<file path="src/rtl/add_ctrl_pkg.sv">
`default_nettype none
// ============================================================================
//  Module      : add_ctrl_pkg
//  Description : State encoding and sizing helper for the slice-serial adder.
//  Revision    : 1.0 - initial release
// ============================================================================
package add_ctrl_pkg;

    localparam logic [1:0] ST_IDLE = 2'd0;
    localparam logic [1:0] ST_RUN  = 2'd1;
    localparam logic [1:0] ST_DONE = 2'd2;

    // Slice index width; a single-slice build still needs one bit.
    function automatic int idx_width(input int nslice);
        int w;
        w = $clog2(nslice);
        return (w < 1) ? 1 : w;
    endfunction

endpackage
`default_nettype wire

</file>
<file path="src/rtl/slice_adder.sv">
`default_nettype none
// ============================================================================
//  Module      : slice_adder
//  Description : SLICE-bit combinational ripple-carry adder built from
//                full-adder cells; also exposes the carry into the MSB.
//  Revision    : 1.0 - initial release
// ============================================================================
module slice_adder #(
    parameter int SLICE = 8
) (
    input  logic [SLICE-1:0] x,
    input  logic [SLICE-1:0] y,
    input  logic             cin,
    output logic [SLICE-1:0] s,
    output logic             cout,
    output logic             cmsb
);

    logic [SLICE:0] w_c;

    assign w_c[0] = cin;

    for (genvar i = 0; i < SLICE; i++) begin : g_fa
        assign s[i]     = x[i] ^ y[i] ^ w_c[i];
        assign w_c[i+1] = (x[i] & y[i]) | (w_c[i] & (x[i] ^ y[i]));
    end

    assign cout = w_c[SLICE];
    assign cmsb = w_c[SLICE-1];

endmodule
`default_nettype wire

</file>
<file path="src/rtl/seq_add_ctrl.sv">
`default_nettype none
// ============================================================================
//  Module      : seq_add_ctrl
//  Description : Add/subtract sequencer that computes a WIDTH-bit result one
//                SLICE-bit slice per cycle on a single shared slice adder.
//  Revision    : 1.0 - initial release
// ============================================================================
module seq_add_ctrl #(
    parameter int WIDTH = 32,
    parameter int SLICE = 8
) (
    input  logic             clk,
    input  logic             rst_n,
    input  logic             start,
    input  logic             sub,
    input  logic [WIDTH-1:0] a,
    input  logic [WIDTH-1:0] b,
    output logic             busy,
    output logic             done,
    output logic [WIDTH-1:0] sum,
    output logic             c_out,
    output logic             ovf
);
    import add_ctrl_pkg::*;

    localparam int NSLICE = (SLICE > 0) ? (WIDTH / SLICE) : 1;
    localparam int IW     = idx_width(NSLICE);
    localparam logic [IW-1:0] c_last_idx = IW'(NSLICE - 1);

    if ((SLICE == 0) || ((WIDTH % ((SLICE == 0) ? 1 : SLICE)) != 0)) begin : g_param_check
        $error("seq_add_ctrl: WIDTH must be a nonzero multiple of SLICE");
    end

    logic [1:0]       r_state;
    logic [1:0]       w_state_nxt;
    logic [WIDTH-1:0] r_op_a;
    logic [WIDTH-1:0] r_op_b;
    logic [WIDTH-1:0] r_partial;
    logic             r_carry;
    logic [IW-1:0]    r_idx;

    logic             w_capture;
    logic             w_last;
    int               w_base;
    logic [SLICE-1:0] w_x;
    logic [SLICE-1:0] w_y;
    logic [SLICE-1:0] w_s;
    logic             w_cout;
    logic             w_cmsb;
    logic [WIDTH-1:0] w_full;

    always_ff @(posedge clk or negedge rst_n) begin
        if (!rst_n) begin
            r_state <= ST_IDLE;
        end else begin
            r_state <= w_state_nxt;
        end
    end

    always_comb begin
        w_state_nxt = r_state;
        w_capture   = 1'b0;
        w_last      = 1'b0;
        busy        = 1'b0;
        done        = 1'b0;
        case (r_state)
            ST_IDLE: begin
                w_capture   = start;
                w_state_nxt = start ? ST_RUN : ST_IDLE;
            end
            ST_RUN: begin
                busy   = 1'b1;
                w_last = (r_idx == c_last_idx);
                if (w_last) begin
                    w_state_nxt = ST_DONE;
                end
            end
            ST_DONE: begin
                done        = 1'b1;
                w_capture   = start;
                w_state_nxt = start ? ST_RUN : ST_IDLE;
            end
            default: begin
                w_state_nxt = ST_IDLE;
            end
        endcase
    end

    // Slice mux in, and the partial result with the current slice merged in.
    always_comb begin
        w_base = int'(r_idx) * SLICE;
        w_x    = r_op_a[w_base +: SLICE];
        w_y    = r_op_b[w_base +: SLICE];
        w_full = r_partial;
        w_full[w_base +: SLICE] = w_s;
    end

    slice_adder #(
        .SLICE (SLICE)
    ) u_slice_adder (
        .x    (w_x),
        .y    (w_y),
        .cin  (r_carry),
        .s    (w_s),
        .cout (w_cout),
        .cmsb (w_cmsb)
    );

    always_ff @(posedge clk or negedge rst_n) begin
        if (!rst_n) begin
            r_op_a    <= '0;
            r_op_b    <= '0;
            r_partial <= '0;
            r_carry   <= 1'b0;
            r_idx     <= '0;
            sum       <= '0;
            c_out     <= 1'b0;
            ovf       <= 1'b0;
        end else if (w_capture) begin
            r_op_a  <= a;
            r_op_b  <= sub ? ~b : b;
            r_carry <= sub;
            r_idx   <= '0;
        end else if (r_state == ST_RUN) begin
            r_partial <= w_full;
            r_carry   <= w_cout;
            r_idx     <= w_last ? '0 : r_idx + IW'(1);
            if (w_last) begin
                sum   <= w_full;
                c_out <= w_cout;
                ovf   <= w_cmsb ^ w_cout;
            end
        end
    end

endmodule
`default_nettype wire
</file>
<file path="config.mk">
export PLATFORM = sky130hd
export DESIGN_NAME = seq_add_ctrl
export DESIGN_NICKNAME = d
export VERILOG_FILES = /design/src/rtl/add_ctrl_pkg.sv /design/src/rtl/slice_adder.sv /design/src/rtl/seq_add_ctrl.sv
export SDC_FILE = /design/constraint.sdc
export NUM_CORES = 1
export LEC_CHECK = 0
export CELL_PAD_IN_SITES_DETAIL_PLACEMENT = 2
export CELL_PAD_IN_SITES_GLOBAL_PLACEMENT = 2
export CORE_MARGIN = 10
export CORE_UTILIZATION = 44
export CTS_CLUSTER_DIAMETER = 40
export DETAILED_ROUTE_END_ITERATION = 8
export DONT_BUFFER_PORTS = 1
export PLACE_DENSITY = 0.89
export SYNTH_ARGS = -nofsm -noshare
export SYNTH_HDL_FRONTEND = slang
export SYNTH_SLANG_ARGS = --single-unit
</file>
<file path="constraint.sdc">
create_clock -name clk -period 10.81 [get_ports clk]
set_input_delay 2.162 -clock clk [delete_from_list [all_inputs] [get_ports clk]]
set_output_delay 2.162 -clock clk [all_outputs]
set_load 0.03 [all_outputs]
</file>
== After elaboration in Yosys (flattened, before gate mapping) ==
Cells that the tools add are included.

* Input bits: 68
* Register bits after elaboration: 135
* Logic and storage cells: 81

* Equality and inequality tests: 4
* Bitwise operators: 43
* Reduce and logical (&&, ||, !) cells: 5
* Shift-type cells: 4
* Add/subtract/negate cells: 2
* Mux-type cells: 14

{| class="wikitable"
|+ Operator list
! operator !! count
|-
| indexed part select 32 x 6 -> 8 bit || 2
|-
| negator 5 -> 33 bit || 1
|-
| variable shift 8 x 33 -> 32 bit (first input constant) || 1
|-
| indexed part select 8 x 33 -> 32 bit || 1
|-
| bitwise mux 32 bit || 1
|-
| two-way mux 32 bit || 1
|-
| inverter 32 bit || 1
|-
| bitwise XOR 1 bit || 17
|-
| bitwise AND 1 bit || 16
|-
| two-way mux 2 bit || 4
|-
| OR 1 bit || 8
|-
| two-way mux 1 bit || 7
|-
| equality test 2 bit (second input constant) || 2
|-
| one-hot mux 2 bit (2 select lines) || 1
|-
| AND reduction 3 bit || 1
|-
| adder 2 x 1 -> 2 bit (second input constant) || 1
|-
| equality test 2 x 1 -> 1 bit (second input constant) || 1
|-
| logical NOT 2 bit || 1
|-
| inequality test 2 bit (second input constant) || 1
|-
| AND reduction 2 bit || 1
|-
| nonzero test 2 bit || 1
|-
| OR reduction 2 bit || 1
|-
| inverter 1 bit || 1
|}

== Depth between registers and ports, before layout ==
Gate-level depths: netlist of the first run.

* Depth after elaboration: 20
* Gate-level depth with buffers: 18
* Depth with buffers taken out: 15

== Modules after synthesis ==
From an unflattened synthesis of the first run, not the netlist that was laid out.

* Cell total of the unflattened synthesis: 595
* Area total of the unflattened synthesis: 6,281.0 sq um

{| class="wikitable"
|+ Modules (own cells, without submodules)
! module !! area each (sq um) !! cells an instance !! instances
|-
| seq_add_ctrl || 6,083.3 || 577 || 1
|-
| slice_adder || 197.7 || 18 || 1
|}

== Worst setup path after synthesis of the first run ==
Ideal clock, no wire load.

* Path kind: register -> register
* Start point: register r_idx[1]
* End point: register r_partial[23]
* Data arrival time: 4.389 ns
* Clock period less this slack: 4.511 ns
* Data required time: 10.688 ns
* Setup slack: 6.299 ns
* Setup time: 0.122 ns
* Cell stages (with the launch flop): 18
* Path buffers: 3
* Cell sequence: dfrtp_1 -> buf_2 -> buf_2 -> mux4_2 -> inv_1 -> fa_1 -> fa_1 -> fa_1 -> fa_1 -> fa_1 -> inv_1 -> fa_1 -> inv_1 -> fa_1 -> inv_1 -> fa_1 -> clkbuf_2 -> a32o_1

* Cells in the longest elaborated chain, start to end: 19
* Elaborated cells on any way between the ends: 43
* Classes of those cells: 1 x add/sub; 4 x shift; 1 x mux; 37 x bitwise

{| class="wikitable"
|+ Ends and longest elaborated chain
! item !! RTL line !! source
|-
| start, declared || seq_add_ctrl.sv:40 || <nowiki>logic [IW-1:0] r_idx;</nowiki>
|-
| start signal, assigned || seq_add_ctrl.sv:127 || <nowiki>r_idx <= w_last ? '0 : r_idx + IW'(1);</nowiki>
|-
| indexed part select 32 x 6 -> 8 bit (on tied branches) || seq_add_ctrl.sv:92, seq_add_ctrl.sv:93 ||
|-
| bitwise XOR 1 bit || slice_adder.sv:24, slice_adder.sv:25 ||
|-
| bitwise AND 1 bit || slice_adder.sv:25 || <nowiki>assign w_c[i+1] = (x[i] & y[i]) | (w_c[i] & (x[i] ^ y[i]));</nowiki>
|-
| OR 1 bit || slice_adder.sv:25 ||
|-
| bitwise AND 1 bit || slice_adder.sv:25 ||
|-
| OR 1 bit || slice_adder.sv:25 ||
|-
| bitwise AND 1 bit || slice_adder.sv:25 ||
|-
| OR 1 bit || slice_adder.sv:25 ||
|-
| [... 3 more ...] || -- ||
|-
| OR 1 bit || slice_adder.sv:25 ||
|-
| bitwise AND 1 bit || slice_adder.sv:25 ||
|-
| OR 1 bit || slice_adder.sv:25 ||
|-
| bitwise AND 1 bit || slice_adder.sv:25 ||
|-
| OR 1 bit || slice_adder.sv:25 ||
|-
| bitwise XOR 1 bit || slice_adder.sv:24 || <nowiki>assign s[i] = x[i] ^ y[i] ^ w_c[i];</nowiki>
|-
| indexed part select 8 x 33 -> 32 bit || seq_add_ctrl.sv:95 || <nowiki>w_full[w_base +: SLICE] = w_s;</nowiki>
|-
| bitwise mux 32 bit * || seq_add_ctrl.sv:95 ||
|-
| end signal, assigned || seq_add_ctrl.sv:125 || <nowiki>r_partial <= w_full;</nowiki>
|-
| end, declared || seq_add_ctrl.sv:38 || <nowiki>logic [WIDTH-1:0] r_partial;</nowiki>
|}

Mark *: on every way between the ends. The rest lies on a longest branch, timed or not.
A chain may end at the register's enable or synchronous reset.

== Final worst setup path of the first run ==
* Start point: register r_idx[0]
* End point: register sum[7]

* Cells in the longest elaborated chain, start to end: 19
* Elaborated cells on any way between the ends: 46
* Classes of those cells: 1 x add/sub; 1 x eq/ne; 4 x shift; 2 x mux; 37 x bitwise; 1 x reduce/logical

{| class="wikitable"
|+ Ends and longest elaborated chain
! item !! RTL line !! source
|-
| indexed part select 32 x 6 -> 8 bit (on tied branches) || seq_add_ctrl.sv:92, seq_add_ctrl.sv:93 ||
|-
| bitwise XOR 1 bit || slice_adder.sv:24, slice_adder.sv:25 ||
|-
| bitwise AND 1 bit || slice_adder.sv:25 ||
|-
| OR 1 bit || slice_adder.sv:25 ||
|-
| bitwise AND 1 bit || slice_adder.sv:25 ||
|-
| OR 1 bit || slice_adder.sv:25 ||
|-
| bitwise AND 1 bit || slice_adder.sv:25 ||
|-
| OR 1 bit || slice_adder.sv:25 ||
|-
| [... 3 more ...] || -- ||
|-
| OR 1 bit || slice_adder.sv:25 ||
|-
| bitwise AND 1 bit || slice_adder.sv:25 ||
|-
| OR 1 bit || slice_adder.sv:25 ||
|-
| bitwise AND 1 bit || slice_adder.sv:25 ||
|-
| OR 1 bit || slice_adder.sv:25 ||
|-
| bitwise XOR 1 bit || slice_adder.sv:24 ||
|-
| indexed part select 8 x 33 -> 32 bit || seq_add_ctrl.sv:95 ||
|-
| bitwise mux 32 bit || seq_add_ctrl.sv:95 ||
|-
| end signal, assigned || seq_add_ctrl.sv:129 || <nowiki>sum <= w_full;</nowiki>
|-
| end, declared || seq_add_ctrl.sv:20 || <nowiki>output logic [WIDTH-1:0] sum,</nowiki>
|}

Several ways; a longest one is shown, not always the timed one.

==> results.cfg, run 1 <==
[setup_path]
cp.depth = 16
critPathArrivalTime_ns = 5.34
cpMostUsedCell = fa_1
slowest_delay_ns = 0.57
ff2ff_setup_slack_ns = 5.71
critical_path.max_fanout = 27
worstPathCellList = buf_4, mux4_2, inv_1, fa_1, fa_1, fa_1, fa_1, fa_1, inv_1, fa_1, inv_1, fa_1, inv_1, fa_1, a21oi_1, a21oi_1
r2r_end = sum[7]$_DFFE_PN0P_
cp-end-kind = register
cp-endpoint = sum[7]$_DFFE_PN0P_
critPathLaunchType = register
worstSetupPathType = reg2reg
crit_buf_inv = 5
r2r_cells = 16
worstPathRequired_ns = 11.04
r2r-start = r_idx[0]$_DFFE_PN0P_
cpLargestDelayFamily = adder cells
crit_path_start = r_idx[0]$_DFFE_PN0P_
cp_slowest_cell = fa_1

[logic_synthesis]
synthFlopType = dfrtp_1
synthMuxAreaShare_pct = 5.93
synth-adder-area-share_pct = 3.64
synth_edf_count = 0
syn_area_sq_um = 6460
synth_top_area_share_pct = 52.3
yosysSeqAreaShare_pct = 52.3
ys_top_cells_by_area = dfrtp_1 52%, nand2_1 7.6%, mux4_2 5.6%
async_flop_share_pct = 100
synth_compound_area_share_pct = 11.9
synth_largest_area_cell = dfrtp_1
synthXorXnorAreaFrac_pct = 4.48
ys_types = 35
synth_common_cells = 135 x dfrtp_1, 131 x nand2_1, 39 x nand2b_1
synth_top_family_by_area = simple AND/OR/NAND/NOR gates
synth_seq_cells = 135
synth-simple-area-share_pct = 15.9
synth_most_common_cell = dfrtp_1
synth_area_per_cell_sq_um = 10.7
ys_warn_count = 0
syn_inst = 602
syn_nets = 684

[route]
wl_mm = 19.3
via_count = 4419
ant_nets = 0
routedWlPerCell_microns = 24.8
drt_iter0_markers = 174
viasPerCell = 5.68
post-route-drc-count = 0
drt-pass1-iter-count = 4

[floorplanning]
die_area_sq_um = 19900
io_pins = 104
num_rows = 44
core_area_sq_um = 14500
die_x_microns = 141
die_h_microns = 141
initial_utilization_pct = 44.6

[sta]
hold_slack_ns = 0.492
fin_crit_sh_pct = 47.2
tns_ns = 0
setup_viol = 0
finalMaxSlewViolations = 0
relSlewSlack_pct = 16.4
hold_viol_final = 0
fin_skew_ns = 0.00938
tightest_slew_ns = 1.25
rsz0062_at_grt = false
post-route-min-period_ns = 5.10
max_freq_ghz = 0.196

[global_routing]
grt_pass1_wl_mm = 30.3
grt_pass1_vias = 5239
antenna_found_initial = 0
grtUsageTotal_pct = 19.8
grt_max_degree = 136
overflow = 0

[placed_design]
dpl_cell_area_sq_um = 6430
port-buffer-count = 0
dp_hpwl_mm = 12.9
placed_cells = 747
finalWeightedCongestion = 0.790

[job]
drv_cap = 0

[clock_tree]
cts_buffer_depth = 2
cts.sinks = 135
numCtsBuffers = 17
postCtsHoldBufs = 0
cts_resized = 0
clock_latency_ns = 0.43
cts_setup_buffers = 0
cts_max_level = 4
cts_tree = yes
clk_pin_slew_ns = 0.06
cts_root_buf = clkbuf_16

[final_layout]
drive_above_1_share_pct = 10.6
fin_util_pct = 48.5
fin_area_sq_um = 7030
final_cells = 778
syn2layout_area_growth_pct = 8.80
antenna_cells = 0
num-nets-final = 664

[power_and_ir_drop]
ir_drop_uv = 204
p_leak_nw = 3.07
power_density_nw_per_um2 = 403

[outcome]
status = finished clean

[min_path]
hold_path_class = reg2reg
==> metal layers <==
metal / wire length [microns] / global-route usage (%) / vias to the layer above
li1: - / - / 1977
met3: 1180 / 6.95 / 36
met2: 10500 / 35.3 / 107
met1: 7130 / 20.6 / 2299
met4: 454 / 7.83 / 0
met5: 0 / 0 / -
==> metrics by stage <==
step | setup slack, ns | power, mW
after floorplan | 6.30 | 1.84
after global placement | 6.11 | 2.12
after detailed placement | 5.88 | 2.23
after CTS | 5.68 | 2.87
after global routing | 5.49 | 3.01
final | 5.71 | 2.83
==> kinds of logic (layout without fill, tap and decap cells) <==
group / Yosys count / after routing
compound gates: 114 / 114
xor+xnor: 33 / 33
fa+ha+maj: 14 / 14
buf+inv: 67 / 59
flops: 135 / 135
mux: 18 / 18
simple gates: 221 / 221
==> worst min path at each step <==
stage,start,end,cells after the start
after floorplan,r_op_a[16]$_DFFE_PN0P_,r_op_a[16]$_DFFE_PN0P_,2
after global placement,r_op_a[5]$_DFFE_PN0P_,r_op_a[5]$_DFFE_PN0P_,2
after detailed placement,r_op_a[17]$_DFFE_PN0P_,r_op_a[17]$_DFFE_PN0P_,2
after CTS,r_op_b[26]$_DFFE_PN0P_,r_op_b[26]$_DFFE_PN0P_,2
after global routing,r_partial[13]$_DFFE_PN0P_,r_partial[13]$_DFFE_PN0P_,1
final,r_op_a[21]$_DFFE_PN0P_,r_op_a[21]$_DFFE_PN0P_,2
==> worst reg2reg max path: stages, from the launching register on <==
cell and delay, ns:
dfrtp_1 0.32, buf_4 0.39, mux4_2 0.32, inv_1 0.06, fa_1 0.40, fa_1 0.39
fa_1 0.39, fa_1 0.42, fa_1 0.43, inv_1 0.10, fa_1 0.16, inv_1 0.06
fa_1 0.42, inv_1 0.10, fa_1 0.57, a21oi_1 0.27, a21oi_1 0.12
==> cells in the final DEF (no fill, tap or decap), types with 2 or more instances in the layout <==
| master | Yosys | routed |
|---|---|---|
| a21oi_1 | 16 | 16 |
| a22o_1 | 2 | 2 |
| a31oi_1 | 18 | 18 |
| a32o_1 | 6 | 6 |
| and4bb_2 | 3 | 3 |
| buf_4 | 8 | 3 |
| bufinv_16 | 0 | 2 |
| clkbuf_16 | 0 | 17 |
| clkbuf_8 | 0 | 5 |
| clkinv_2 | 0 | 4 |
| clkinvlp_4 | 0 | 2 |
| dfrtp_1 | 135 | 135 |
| fa_1 | 8 | 8 |
| ha_1 | 6 | 6 |
| inv_1 | 24 | 24 |
| mux2_1 | 2 | 2 |
| mux4_2 | 16 | 16 |
| nand2_1 | 131 | 131 |
| nand2_2 | 5 | 5 |
| nand2b_1 | 39 | 38 |
| nand3_1 | 2 | 2 |
| nor2_1 | 27 | 27 |
| nor2b_1 | 10 | 9 |
| o21a_1 | 6 | 6 |
| o21ai_0 | 34 | 34 |
| o221ai_1 | 6 | 6 |
| o2bb2ai_1 | 24 | 24 |
| xnor2_1 | 33 | 33 |
==> power by group <==
part | total [mW] | internal, mW | switching, mW | leakage, nW
Clock | 0.581 | 0.367 | 0.214 | 0.291
Combinational | 1.23 | 0.470 | 0.760 | 1.08
Sequential | 1.02 | 0.729 | 0.293 | 1.70
==> sequential cells by signal (all words and copies together) (netlist names) <==
name / count
c_out: 1
ovf: 1
r_carry: 1
r_idx: 2
r_op_a: 32
r_op_b: 32
r_partial: 32
r_state: 2
sum: 32
==> final cells by class <==
class	count	area, sq um
clock inverter	8	95.1
sequential	135	3380
inverter	25	96.3
timing repair buffer	3	22.5
tap	184	230
multi-input combinational	400	2710
fill	1453	7450
clock buffer	23	498
No activity file was read; power rests on OpenSTA's default activity.
==> run 2, diff against run 1 <==
- CORE_UTILIZATION: 44 -> 41
- PLACE_DENSITY: 0.89 -> 0.84
- clock period: 10.81 -> 5 ns (I/O delays scaled with it)
==> run 2 against run 1 <==
  * Worst hold slack got worse by 0.22 ns
  * First-iteration DRC count increased by 59%
  * Clock-buffer cell count increased by 2
  * Fmax increased by 8.6%
  * Total power increased by 120%
  * Clock power increased by 130%
  * Via count increased by 1.5%
  * Combinational power increased by 120%
  * Largest cell class unchanged
  * Largest power group unchanged
==> results.cfg, run 2 (synthesis gave the netlist of run 1 again) <==
[clock_tree]
cts.sinks = 135
cts_max_level = 4
cts_buffer_depth = 2
clock_latency_ns = 0.43
clk_pin_slew_ns = 0.06
cts_tree = yes
numCtsBuffers = 17
cts_setup_buffers = 0
cts_resized = 0
postCtsHoldBufs = 0
cts_root_buf = clkbuf_16

[final_layout]
final_common_cell = dfrtp_1
syn2layout_area_growth_pct = 10.1
antenna_cells = 0
layout_common_cells = 135 x dfrtp_1, 131 x nand2_1, 38 x nand2b_1, 34 x o21ai_0, 33 x xnor2_1
drive_above_1_share_pct = 10.7
fin_area_sq_um = 7110
fillCellCount = 1601
num-nets-final = 667

[setup_path]
worstPathCellList = mux4_2, inv_1, fa_1, fa_1, fa_1, fa_1, fa_1, inv_1, fa_1, inv_1, fa_1, inv_1, fa_1, a21oi_1, a21oi_1
cp.depth = 15
slowest_delay_ns = 0.57
critical_path.max_fanout = 8
crit_buf_inv = 4
r2r_cells = 15
cp-end-kind = register
cp_slowest_cell = fa_1
critPathArrivalTime_ns = 4.94
cpLargestDelayFamily = adder cells
critPathLaunchType = register
worstPathRequired_ns = 5.25
worstSetupPathType = reg2reg
cpMostUsedCell = fa_1

[placed_design]
dpl_cell_area_sq_um = 6480
port-buffer-count = 0
dp_hpwl_mm = 13.4
finalWeightedCongestion = 0.802

[floorplanning]
die_x_microns = 146
core_area_sq_um = 15300
die_h_microns = 146
io_pins = 104
num_rows = 45
die_area_sq_um = 21200
initial_utilization_pct = 42.2

[route]
drt_iter0_markers = 276
via_count = 4485
drt-pass1-iter-count = 4
viasPerCell = 5.54
post-route-drc-count = 0
wl_mm = 19.1
ant_nets = 0
routedWlPerCell_microns = 23.7

[sta]
tightest_slew_ns = 1.19
max_freq_ghz = 0.213
finalMaxSlewViolations = 0
tns_ns = 0
fin_crit_sh_pct = 93.9
post-route-min-period_ns = 4.70
rsz0062_at_grt = false
hold_viol_final = 0
relSlewSlack_pct = 20.4
fin_skew_ns = 0.0103
setup_viol = 0

[global_routing]
overflow = 0
grt_max_degree = 136
grt_pass1_wl_mm = 30.4
grtUsageTotal_pct = 18.3
antenna_found_initial = 0
grt_pass1_vias = 5229

[power_and_ir_drop]
p_leak_nw = 3.09
ir_drop_uv = 433
power_density_nw_per_um2 = 869

[min_path]
hold_path_class = in2async

[job]
drv_cap = 0

[outcome]
status = finished clean
run 2: cell types whose count changed in the layout (fill, tap and decap cells not counted), sizes merged:
cell / previous run / this run
buf: 3 / 6
clkbuf: 23 / 25
bufinv: 2 / 3
clkinv: 4 / 3
clkinvlp: 2 / 1
run 2: path summary, 6_finish.rpt:
kind / start / end / slack, ns
setup / recovery: r_idx[1]$_DFFE_PN0P_ / sum[23]$_DFFE_PN0P_ / 0.30
hold / removal: rst_n / sum[19]$_DFFE_PN0P_ / 0.27
setup reg to reg: r_idx[1]$_DFFE_PN0P_ / sum[23]$_DFFE_PN0P_ / 0.30
hold reg to reg: r_op_b[20]$_DFFE_PN0P_ / r_op_b[20]$_DFFE_PN0P_ / 0.47
max in group asynchronous: rst_n / sum[8]$_DFFE_PN0P_ / 4.47
min in group clk: r_op_b[20]$_DFFE_PN0P_ / r_op_b[20]$_DFFE_PN0P_ / 0.47
run 2: area by class of cell:
class / instances / area [sq um] / share of cell area, %
multi-input combinational: 400 / 2710 / 38.1
sequential: 135 / 3380 / 47.5
tap: 211 / 264 / 3.71
clock inverter: 7 / 116 / 1.64
timing repair buffer: 6 / 52.6 / 0.739
inverter: 25 / 96.3 / 1.36
clock buffer: 25 / 495 / 6.97
run 2: power breakdown:
part | switching, mW | internal (mW) | total, mW
Sequential | 0.635 | 1.58 | 2.21
Combinational | 1.63 | 1.03 | 2.66
Clock | 0.472 | 0.837 | 1.31
Total | 2.74 | 3.44 | 6.18
run 2: routing by layer:
metal / part of all wire (%) / wire length, microns / global-route usage, %
met5: 0 / 0 / 0
met4: 2.7 / 526 / 7.74
met3: 5.8 / 1120 / 5.71
met2: 52 / 10000 / 32.0
met1: 39 / 7480 / 20.0
run 2: through the flow:
stage / hold WS (ns) / power (mW) / setup WS [ns] / instances / util [%]
after global placement: 0.456 / 4.63 / 0.548 / 776 / 42.3
after floorplan: 0.440 / 3.97 / 0.489 / 602 / -
final: 0.270 / 6.18 / 0.303 / 809 / 46.4
after detailed placement: 0.469 / 4.89 / 0.307 / 776 / 42.3
after global routing: 0.252 / 6.56 / 0.0407 / 809 / 46.4
after CTS: 0.263 / 6.23 / 0.291 / 808 / 46.3
==> run 3, diff against run 2 <==
- CORE_UTILIZATION: 41 -> 42
- CTS_BUF_LIST: default -> sky130_fd_sc_hd__clkbuf_2
- PLACE_DENSITY: 0.84 -> default
- PLACE_DENSITY_LB_ADDON: default -> 0.1
==> run 3 against run 2 <==
  * Total power is 11% lower
  * Clock skew grew 0.017 ns
  * Sequential share of layout area is 2.5 points higher
  * Sequential power is 2% lower
==> results.cfg, run 3 (synthesis gave the netlist of run 1 again) <==
[power_and_ir_drop]
p_leak_nw = 2.97
finalPower_mw = 5.48
power_frac_comb_pct = 47.4
swShare_pct = 46.8
power_density_nw_per_um2 = 811
ir_drop_uv = 362
power_frac_seq_pct = 39.6
p_switching_mw = 2.56
p_int_mw = 2.92
clockPowerShare_pct = 13.0

[route]
drt-pass1-iter-count = 5
met2_length_mm = 8.77
viasPerCell = 5.43
via_count = 4275
drt_iter0_markers = 276
met1_length_mm = 6.90
top_layer_used = met4
routed-wl-met3_microns = 946
routedWlPerCell_microns = 21.4
post-route-drc-count = 0
wl_mm = 16.8
ant_nets = 0

[setup_path]
critPathArrivalTime_ns = 5.19
cp-end-kind = register
critical_path.max_fanout = 8
worstSetupPathType = reg2reg
critPathLaunchType = register
worstPathRequired_ns = 5.59

[final_layout]
fin_area_sq_um = 6760
num-nets-final = 668
drive_above_1_share_pct = 10.9
syn2layout_area_growth_pct = 4.65
final_common_cell = dfrtp_1
layout_common_cells = 135 x dfrtp_1, 131 x nand2_1, 38 x nand2b_1, 34 x o21ai_0, 33 x xnor2_1

[global_routing]
overflow = 0
grtUsageTotal_pct = 17.1
antenna_found_initial = 1
grt_pass1_vias = 4850
grt_pass1_wl_mm = 27.2
grt_max_degree = 136

[sta]
rsz0062_at_grt = false
tns_ns = 0
fin_ws_ns = 0.403
tightest_slew_ns = 0.908
hold_viol_final = 0
fin_skew_ns = 0.0276
max_freq_ghz = 0.218
setup_viol = 0
finalMaxSlewViolations = 0
post-route-min-period_ns = 4.60
hold_slack_ns = 0.209
fin_crit_sh_pct = 91.9
relSlewSlack_pct = 39.4

[floorplanning]
core_area_sq_um = 15100
die_h_microns = 144
initial_utilization_pct = 42.6
io_pins = 104
num_rows = 45
die_area_sq_um = 20700
die_x_microns = 144

[outcome]
status = finished clean

[clock_tree]
numCtsBuffers = 17
cts_max_level = 4
cts.sinks = 135
cts_root_buf = clkbuf_2
cts_setup_buffers = 0
clock_latency_ns = 0.71
cts_buffer_depth = 2
clk_pin_slew_ns = 0.19
cts_tree = yes

[min_path]
hold_path_class = in2async

[placed_design]
port-buffer-count = 0
dpl_cell_area_sq_um = 6460
dp_hpwl_mm = 11.9
finalWeightedCongestion = 0.775
dp_slack_ns = 0.381

[job]
drv_cap = 0
==> run 3: changes by cell type in the layout (fill, tap and decap cells not counted), moves of 3 or more <==
cell	change
clkbuf_2	+19
clkinv_2	+3
clkbuf_1	-4
clkbuf_16	-17
clkinv_1	+4
clkbuf_8	-4
==> run 3: worst max-delay path, cell delays in order, from the launching register on <==
cell	delay [ns]
dfrtp_1	0.46
mux4_2	0.36
inv_1	0.06
fa_1	0.41
fa_1	0.40
fa_1	0.42
fa_1	0.40
fa_1	0.37
inv_1	0.07
fa_1	0.17
inv_1	0.05
fa_1	0.40
inv_1	0.10
fa_1	0.56
a21oi_1	0.19
a21oi_1	0.08
==> run 3: repair_timing <==
item,in CTS,in global routing
endpoints found under the hold margin,135,0
hold buffers,1,0
resized for setup,0,0
==> run 3: metal layers <==
| layer | track usage, % | vias to the layer above |
|---|---|---|
| li1 | - | 1988 |
| met1 | 20.2 | 2188 |
| met2 | 29.1 | 81 |
| met3 | 4.82 | 18 |
| met4 | 6.02 | 0 |
| met5 | 0 | - |
==> run 3: path summary, 6_finish.rpt <==
kind	start	end	slack, ns	cells after the start
hold / removal	rst_n	sum[16]$_DFFE_PN0P_	0.21	1
min in group clk	a[2]	r_op_a[2]$_DFFE_PN0P_	0.37	2
hold reg to reg	r_op_a[24]$_DFFE_PN0P_	r_op_a[24]$_DFFE_PN0P_	0.50	2
setup / recovery	r_idx[0]$_DFFE_PN0P_	sum[23]$_DFFE_PN0P_	0.40	15
max in group asynchronous	rst_n	r_op_a[26]$_DFFE_PN0P_	4.18	1
setup reg to reg	r_idx[0]$_DFFE_PN0P_	sum[23]$_DFFE_PN0P_	0.40	15
==> run 3: layout make-up <==
cell class | count | area [sq um]
repair buffers | 7 | 80.1
multi-input cells | 400 | 2710
clock buffers | 19 | 95.1
inverters | 25 | 96.3
diodes | 1 | 2.50
fillers | 1574 | 8390
clock inverters | 13 | 160
well taps | 188 | 235
flip-flops and latches | 135 | 3380
==> run 3: per-stage QoR <==
stage | util, % | std cells
after detailed placement | 42.6 | 753
after global routing | 44.6 | 788
final | 44.6 | 788
after CTS | 44.5 | 786
after floorplan | - | 602
after global placement | 42.6 | 753
==> run 3: power by group through the flow <==
stage | registers, mW | clock network (mW) | logic (mW)
2_1_floorplan | 2.07 | 0 | 1.91
3_3_place_gp | 2.19 | 0 | 2.51
3_5_place_dp | 2.21 | 0 | 2.62
4_1_cts | 2.19 | 0.741 | 2.65
5_1_grt | 2.25 | 0.796 | 2.88
6_report | 2.17 | 0.712 | 2.59
